**src/rtl/alu_arb.sv**
```systemverilog
`default_nettype none
// ============================================================================
//  Module   : alu_arb
//  Purpose  : Two-requester arbiter around a single shared ALU. The granted
//             requester's op/operands drive the ALU; the result is captured in
//             a one-entry result register and returned to that requester with
//             a valid/ready handshake. Drain and refill can happen in the same
//             cycle, so a steady stream sustains one op per cycle.
//  Ports    : clk, rst (sync, active-high)
//             req_valid[1:0] / req_ready[1:0]  - per-requester request handshake
//             req_op[7:0]                      - op for requester i in [4i+3:4i]
//             req_in0/req_in1[2*N_BITS-1:0]    - operands, slice i per requester
//             resp_valid[1:0] / resp_ready[1:0]- per-requester result handshake
//             resp_out[N_BITS-1:0]             - shared result bus (res_q)
//  Config   : ALU_ARB_FIXED_PRIO_EN - when defined, requester 0 always wins a
//             contention; otherwise contention is resolved round-robin.
//  Revision : 1.0 - initial release
// ============================================================================
module alu_arb #(
    parameter int N_BITS = 32
) (
    input  logic                  clk,
    input  logic                  rst,
    input  logic [1:0]            req_valid,
    output logic [1:0]            req_ready,
    input  logic [7:0]            req_op,
    input  logic [2*N_BITS-1:0]   req_in0,
    input  logic [2*N_BITS-1:0]   req_in1,
    output logic [1:0]            resp_valid,
    input  logic [1:0]            resp_ready,
    output logic [N_BITS-1:0]     resp_out
);

    localparam logic [0:0] c_ST_EMPTY = 1'b0;
    localparam logic [0:0] c_ST_FULL  = 1'b1;

    logic [0:0]        state_q,      state_d;
    logic [N_BITS-1:0] res_q,        res_d;
    logic              res_port_q,   res_port_d;
    logic              last_grant_q, last_grant_d;

    logic [1:0]        w_grant;
    logic              w_can_accept;
    logic              w_handshake;
    logic              w_sel;
    logic [3:0]        w_alu_op;
    logic [N_BITS-1:0] w_alu_in0;
    logic [N_BITS-1:0] w_alu_in1;
    logic [N_BITS-1:0] w_alu_out;

    // The register can take a new result if empty, or if its current owner
    // drains it this very cycle.
    assign w_can_accept = (state_q == c_ST_EMPTY) || resp_ready[res_port_q];

`ifdef ALU_ARB_FIXED_PRIO_EN
    always_comb begin
        w_grant = 2'b00;
        if (req_valid[0])      w_grant = 2'b01;
        else if (req_valid[1]) w_grant = 2'b10;
    end
`else
    // On contention the requester that did not win last time goes next.
    always_comb begin
        w_grant = 2'b00;
        case (req_valid)
            2'b01:   w_grant = 2'b01;
            2'b10:   w_grant = 2'b10;
            2'b11:   w_grant = last_grant_q ? 2'b01 : 2'b10;
            default: w_grant = 2'b00;
        endcase
    end
`endif

    // Reset blocks acceptance so a request can never slip in during rst.
    assign req_ready   = (w_can_accept && !rst) ? w_grant : 2'b00;
    assign w_handshake = |(req_valid & req_ready);

    // Operand mux follows the grant; when nothing is granted the ALU output
    // is simply not captured.
    assign w_sel     = w_grant[1];
    assign w_alu_op  = w_sel ? req_op[7:4] : req_op[3:0];
    assign w_alu_in0 = w_sel ? req_in0[2*N_BITS-1:N_BITS] : req_in0[N_BITS-1:0];
    assign w_alu_in1 = w_sel ? req_in1[2*N_BITS-1:N_BITS] : req_in1[N_BITS-1:0];

    alu #(
        .N_BITS (N_BITS)
    ) u_alu (
        .alu_op (w_alu_op),
        .in0    (w_alu_in0),
        .in1    (w_alu_in1),
        .out    (w_alu_out)
    );

    always_comb begin
        state_d      = state_q;
        res_d        = res_q;
        res_port_d   = res_port_q;
        last_grant_d = last_grant_q;
        if (w_handshake) begin
            state_d      = c_ST_FULL;
            res_d        = w_alu_out;
            res_port_d   = w_sel;
            last_grant_d = w_sel;
        end else if ((state_q == c_ST_FULL) && resp_ready[res_port_q]) begin
            state_d = c_ST_EMPTY;
        end
    end

    always_ff @(posedge clk) begin
        if (rst) begin
            state_q      <= c_ST_EMPTY;
            res_q        <= '0;
            res_port_q   <= 1'b0;
            last_grant_q <= 1'b1;
        end else begin
            state_q      <= state_d;
            res_q        <= res_d;
            res_port_q   <= res_port_d;
            last_grant_q <= last_grant_d;
        end
    end

    assign resp_valid = (state_q == c_ST_FULL) ? (res_port_q ? 2'b10 : 2'b01) : 2'b00;
    assign resp_out   = res_q;

endmodule

// ============================================================================
//  Module   : alu
//  Purpose  : Combinational N_BITS ALU shared by alu_arb.
//             Op map: 0 ADD, 1 SUB, 2 AND, 3 OR, 4 XOR, 5 SLL, 6 SRL, 7 SRA,
//             8 SLT (signed), 9 SLTU, 10 NOR, 11 pass in0, 12 pass in1,
//             13..15 zero. Shift amount is the low log2(N_BITS) bits of in1.
//  Ports    : alu_op[3:0], in0/in1[N_BITS-1:0] -> out[N_BITS-1:0]
//  Revision : 1.0 - initial release
// ============================================================================
module alu #(
    parameter int N_BITS = 32
) (
    input  logic [3:0]        alu_op,
    input  logic [N_BITS-1:0] in0,
    input  logic [N_BITS-1:0] in1,
    output logic [N_BITS-1:0] out
);

    localparam int c_SHW = (N_BITS > 1) ? $clog2(N_BITS) : 1;

    logic [c_SHW-1:0] w_shamt;
    assign w_shamt = in1[c_SHW-1:0];

    always_comb begin
        out = '0;
        case (alu_op)
            4'd0:    out = in0 + in1;
            4'd1:    out = in0 - in1;
            4'd2:    out = in0 & in1;
            4'd3:    out = in0 | in1;
            4'd4:    out = in0 ^ in1;
            4'd5:    out = in0 << w_shamt;
            4'd6:    out = in0 >> w_shamt;
            4'd7:    out = $unsigned($signed(in0) >>> w_shamt);
            4'd8:    out = {{(N_BITS-1){1'b0}}, ($signed(in0) < $signed(in1))};
            4'd9:    out = {{(N_BITS-1){1'b0}}, (in0 < in1)};
            4'd10:   out = ~(in0 | in1);
            4'd11:   out = in0;
            4'd12:   out = in1;
            default: out = '0;
        endcase
    end

endmodule
`default_nettype wire
```
**config.mk**
```make
export PLATFORM = sky130hd
export DESIGN_NAME = alu_arb
export DESIGN_NICKNAME = d
export VERILOG_FILES = /design/src/rtl/alu_arb.sv
export SDC_FILE = /design/constraint.sdc
export NUM_CORES = 1
export LEC_CHECK = 0
export CAP_MARGIN = 20
export CORE_UTILIZATION = 35
export CTS_CLUSTER_DIAMETER = 150
export DETAILED_ROUTE_END_ITERATION = 10
export GPL_TIMING_DRIVEN = 0
export RECOVER_POWER = 100
export SYNTH_ARGS = -nofsm -noshare
export SYNTH_HDL_FRONTEND = slang
export SYNTH_HIERARCHICAL = 1
export SYNTH_SLANG_ARGS = --single-unit
export TNS_END_PERCENT = 10
```
**constraint.sdc**
```tcl
create_clock -name clk -period 7.36 [get_ports clk]
set_input_delay 1.472 -clock clk [delete_from_list [all_inputs] [get_ports clk]]
set_output_delay 1.472 -clock clk [all_outputs]
set_load 0.02 [all_outputs]
```
==> results.ini <==
[outcome]
status=complete, no violations

[grt]
grt_max_degree=21
grt_pass1_vias=13210
antenna_found_initial=4
grtUsageTotal_pct=37.02
grt_overflow=0
grt_pass1_wl_um=90110

[sta]
max_slew_margin_pct=20.15
setup-violations-final=0
rsz0062_at_grt=false
finalHoldViolations=0
tightest_slew_ps=1181
drv_slew=0
fin_crit_sh_pct=97.97
fmax_mhz=138.7
finalCriticalPeriod_ps=7211
tns_ps=0
finClkSkew_ps=8.414

[detailed_routing]
dr.pass1.iters=7
vias_per_cell=6.626
drtIter0Drc=1757
vias=14090
drc_errors=0
wire_per_inst_um=29.40
wirelength_um=62540
ant_nets=0

[synthesis]
ys_seq_elements=35
syn_area_mm2=0.01128
syn_area_per_cell_um2=7.328
synth-edff-count=0
ys_warn_count=6
synth_ff_type=dfxtp_1
synth_async_sr_flop_share_pct=0
synth_cells=1539
yosysUniqueCellTypes=95
yosysTopAreaCell=ha_1
synth_fp_nets=1786
yosys-top-cells-area=ha_1 11%, mux2_2 8.5%, dfxtp_1 6.2%
yosysSeqAreaShare_pct=6.213
yosys.area.top_type_share_pct=11.43

[setup_path]
cp.required_ps=7550
start_kind=input port
path_max_fanout=11
startpoint=req_valid[1]
arrival_ps=7410
r2r-start=last_grant_q$_SDFFE_PP1P_
worst-setup-path-type=input port to register
endpoint_kind=register

[placement]
dp_cells=2117
gp_congestion=1.033
port_buffers=176
place_hpwl_um=49820

[floorplan]
die_w_um=181.5
start_util_pct=35.65
die_area_mm2=0.03295
row_count=65
ios=178
core_mm2=0.03164
die-height_um=181.5

[clock_tree]
cts_sinks=35
cts_tree=done
htreeDepth=2
clk_pin_slew_ps=60
clockBufferDepth=2
numCtsBuffers=5
clkLatencyLatePin_ps=310
cts_root_buf=clkbuf_16

[power]
p_sw_share_pct=55.04
power.share.sequential_pct=11.0
clkPwrFrac_pct=10.4
p_sw_w=0.001204
p_leak_nw=5.690
powerDensity_mw_per_mm2=159.6
vdd_ir_drop_max_v=0.00008505
combinationalPowerShare_pct=78.6
p_int_w=0.0009835

[final_layout]
drive_gt1_share_pct=12.78
nNetsFinal=1968
stdcell_count=2127
layout_common_cells=148 x nand2_1, 140 x clkdlybuf4s50_1, 121 x a21oi_1, 119 x nor2_1, 103 x ha_1
layout_commonest_cell=nand2_1
area_growth_pct=21.50

[min_path]
min_path_type=register to register
hold_start=resp_out[23]$_SDFFE_PP0P_

[run]
drv_cap=0

[worst max-delay path: stages]
cell             delay (ps)
clkdlybuf4s50_1         560
a21boi_4                310
buf_2                   290
mux2_2                  500
inv_1                   200
clkbuf_1                510
clkbuf_2                460
ha_1                    180
buf_2                   200
nor2b_1                  90
o31ai_1                 330
a21oi_1                 210
o41ai_1                 580
a2bb2oi_1               260
a311o_1                 470
a221oi_1                310
o21ai_0                 190
a22o_2                  270
[registers in the layout (all words and copies together), names as in the netlist]
name	count
resp_out	32
last_grant_q	1
res_port_q	1
state_q	1
[power groups by stage]
stage | Sequential [W] | Clock, W | Combinational, W
3_5_place_dp | 0.000244 | 0 | 0.00167
6_report | 0.000240 | 0.000228 | 0.00172
3_3_place_gp | 0.000244 | 0 | 0.00168
4_1_cts | 0.000241 | 0.000232 | 0.00168
2_1_floorplan | 0.000278 | 0 | 0.00103
5_1_grt | 0.000244 | 0.000238 | 0.00181
[area by class of cell]
cell class                      count  area, um2
Inverter                           94      352.8
Buffer                            130      619.3
Sequential cell                    35      700.7
Antenna cell                        3      7.507
Multi-Input combinational cell   1277       9602
Fill cell                        3314      17930
Tap cell                          402      503.0
Clock inverter                      2      12.51
Clock buffer                        6      128.9
Timing Repair Buffer              178       1777
[Yosys cell counts (13+ instances only)]
| master | n |
|---|---|
| a22o_1 | 13 |
| buf_1 | 13 |
| inv_1 | 93 |
| mux2i_1 | 64 |
| mux4_2 | 27 |
| a21o_1 | 21 |
| a22oi_1 | 39 |
| nand3_1 | 26 |
| a211oi_1 | 18 |
| a221oi_1 | 24 |
| nor2_1 | 119 |
| ha_1 | 103 |
| nand4_1 | 22 |
| o21ai_0 | 97 |
| o211ai_1 | 25 |
| nor3_1 | 35 |
| a221o_1 | 13 |
| buf_2 | 28 |
| nand2_1 | 148 |
| a22o_2 | 31 |
| clkbuf_1 | 77 |
| mux2_2 | 85 |
| dfxtp_1 | 35 |
| a21oi_1 | 121 |
[logic make-up after synthesis]
| kind of cell | after synthesis | synth area share, % |
|---|---|---|
| DFF | 35 | 6.213 |
| muxes | 177 | 19.68 |
| and+or+nand+nor | 430 | 17.99 |
| buffers and inverters | 227 | 8.609 |
| adders and majority gates | 105 | 11.78 |
| AOI/OAI and AO/OA | 562 | 35.49 |
| xor gates and xnor gates | 3 | 0.2330 |
[layer usage]
metal	global-route usage (%)	vias up	part of all wire [%]
met2	58.77	915	45
met5	0	-	0.019
li1	-	6200	-
met3	5.937	168	9.5
met1	48.72	6808	41
met4	17.76	2	5.0
[path summary, 6_finish.rpt]
kind	cells after the start	slack [ps]	to
worst max register to register	17	1560	resp_out[22]$_SDFFE_PP0P_
worst min-delay path	1	470	resp_out[23]$_SDFFE_PP0P_
worst max-delay path	18	150	resp_out[22]$_SDFFE_PP0P_
worst min register to register	1	470	resp_out[23]$_SDFFE_PP0P_
[metrics by stage]
| step | setup WS, ps | hold WS, ps | area, um2 | util, % | power, W |
|---|---|---|---|---|---|
| global route | 33.34 | 486.0 | 13700 | 43.30 | 0.002292 |
| floorplan | 1034 | 514.0 | 11280 | - | 0.001305 |
| finish | 149.1 | 467.9 | 13700 | 43.31 | 0.002188 |
| global placement | -1491 | 458.5 | 13540 | 42.81 | 0.001922 |
| CTS | 47.06 | 478.8 | 13700 | 43.31 | 0.002152 |
| detailed placement | -1376 | 459.9 | 13540 | 42.81 | 0.001912 |
[timing repair]
item                                    in CTS  in global routing
buffers inserted                             1                  0
gates resized for setup                      3                  4
hold buffers                                 0                  0
endpoints found under the setup margin      27                 12
pin swaps                                    0                  0
No activity file was read; power rests on OpenSTA's default activity.
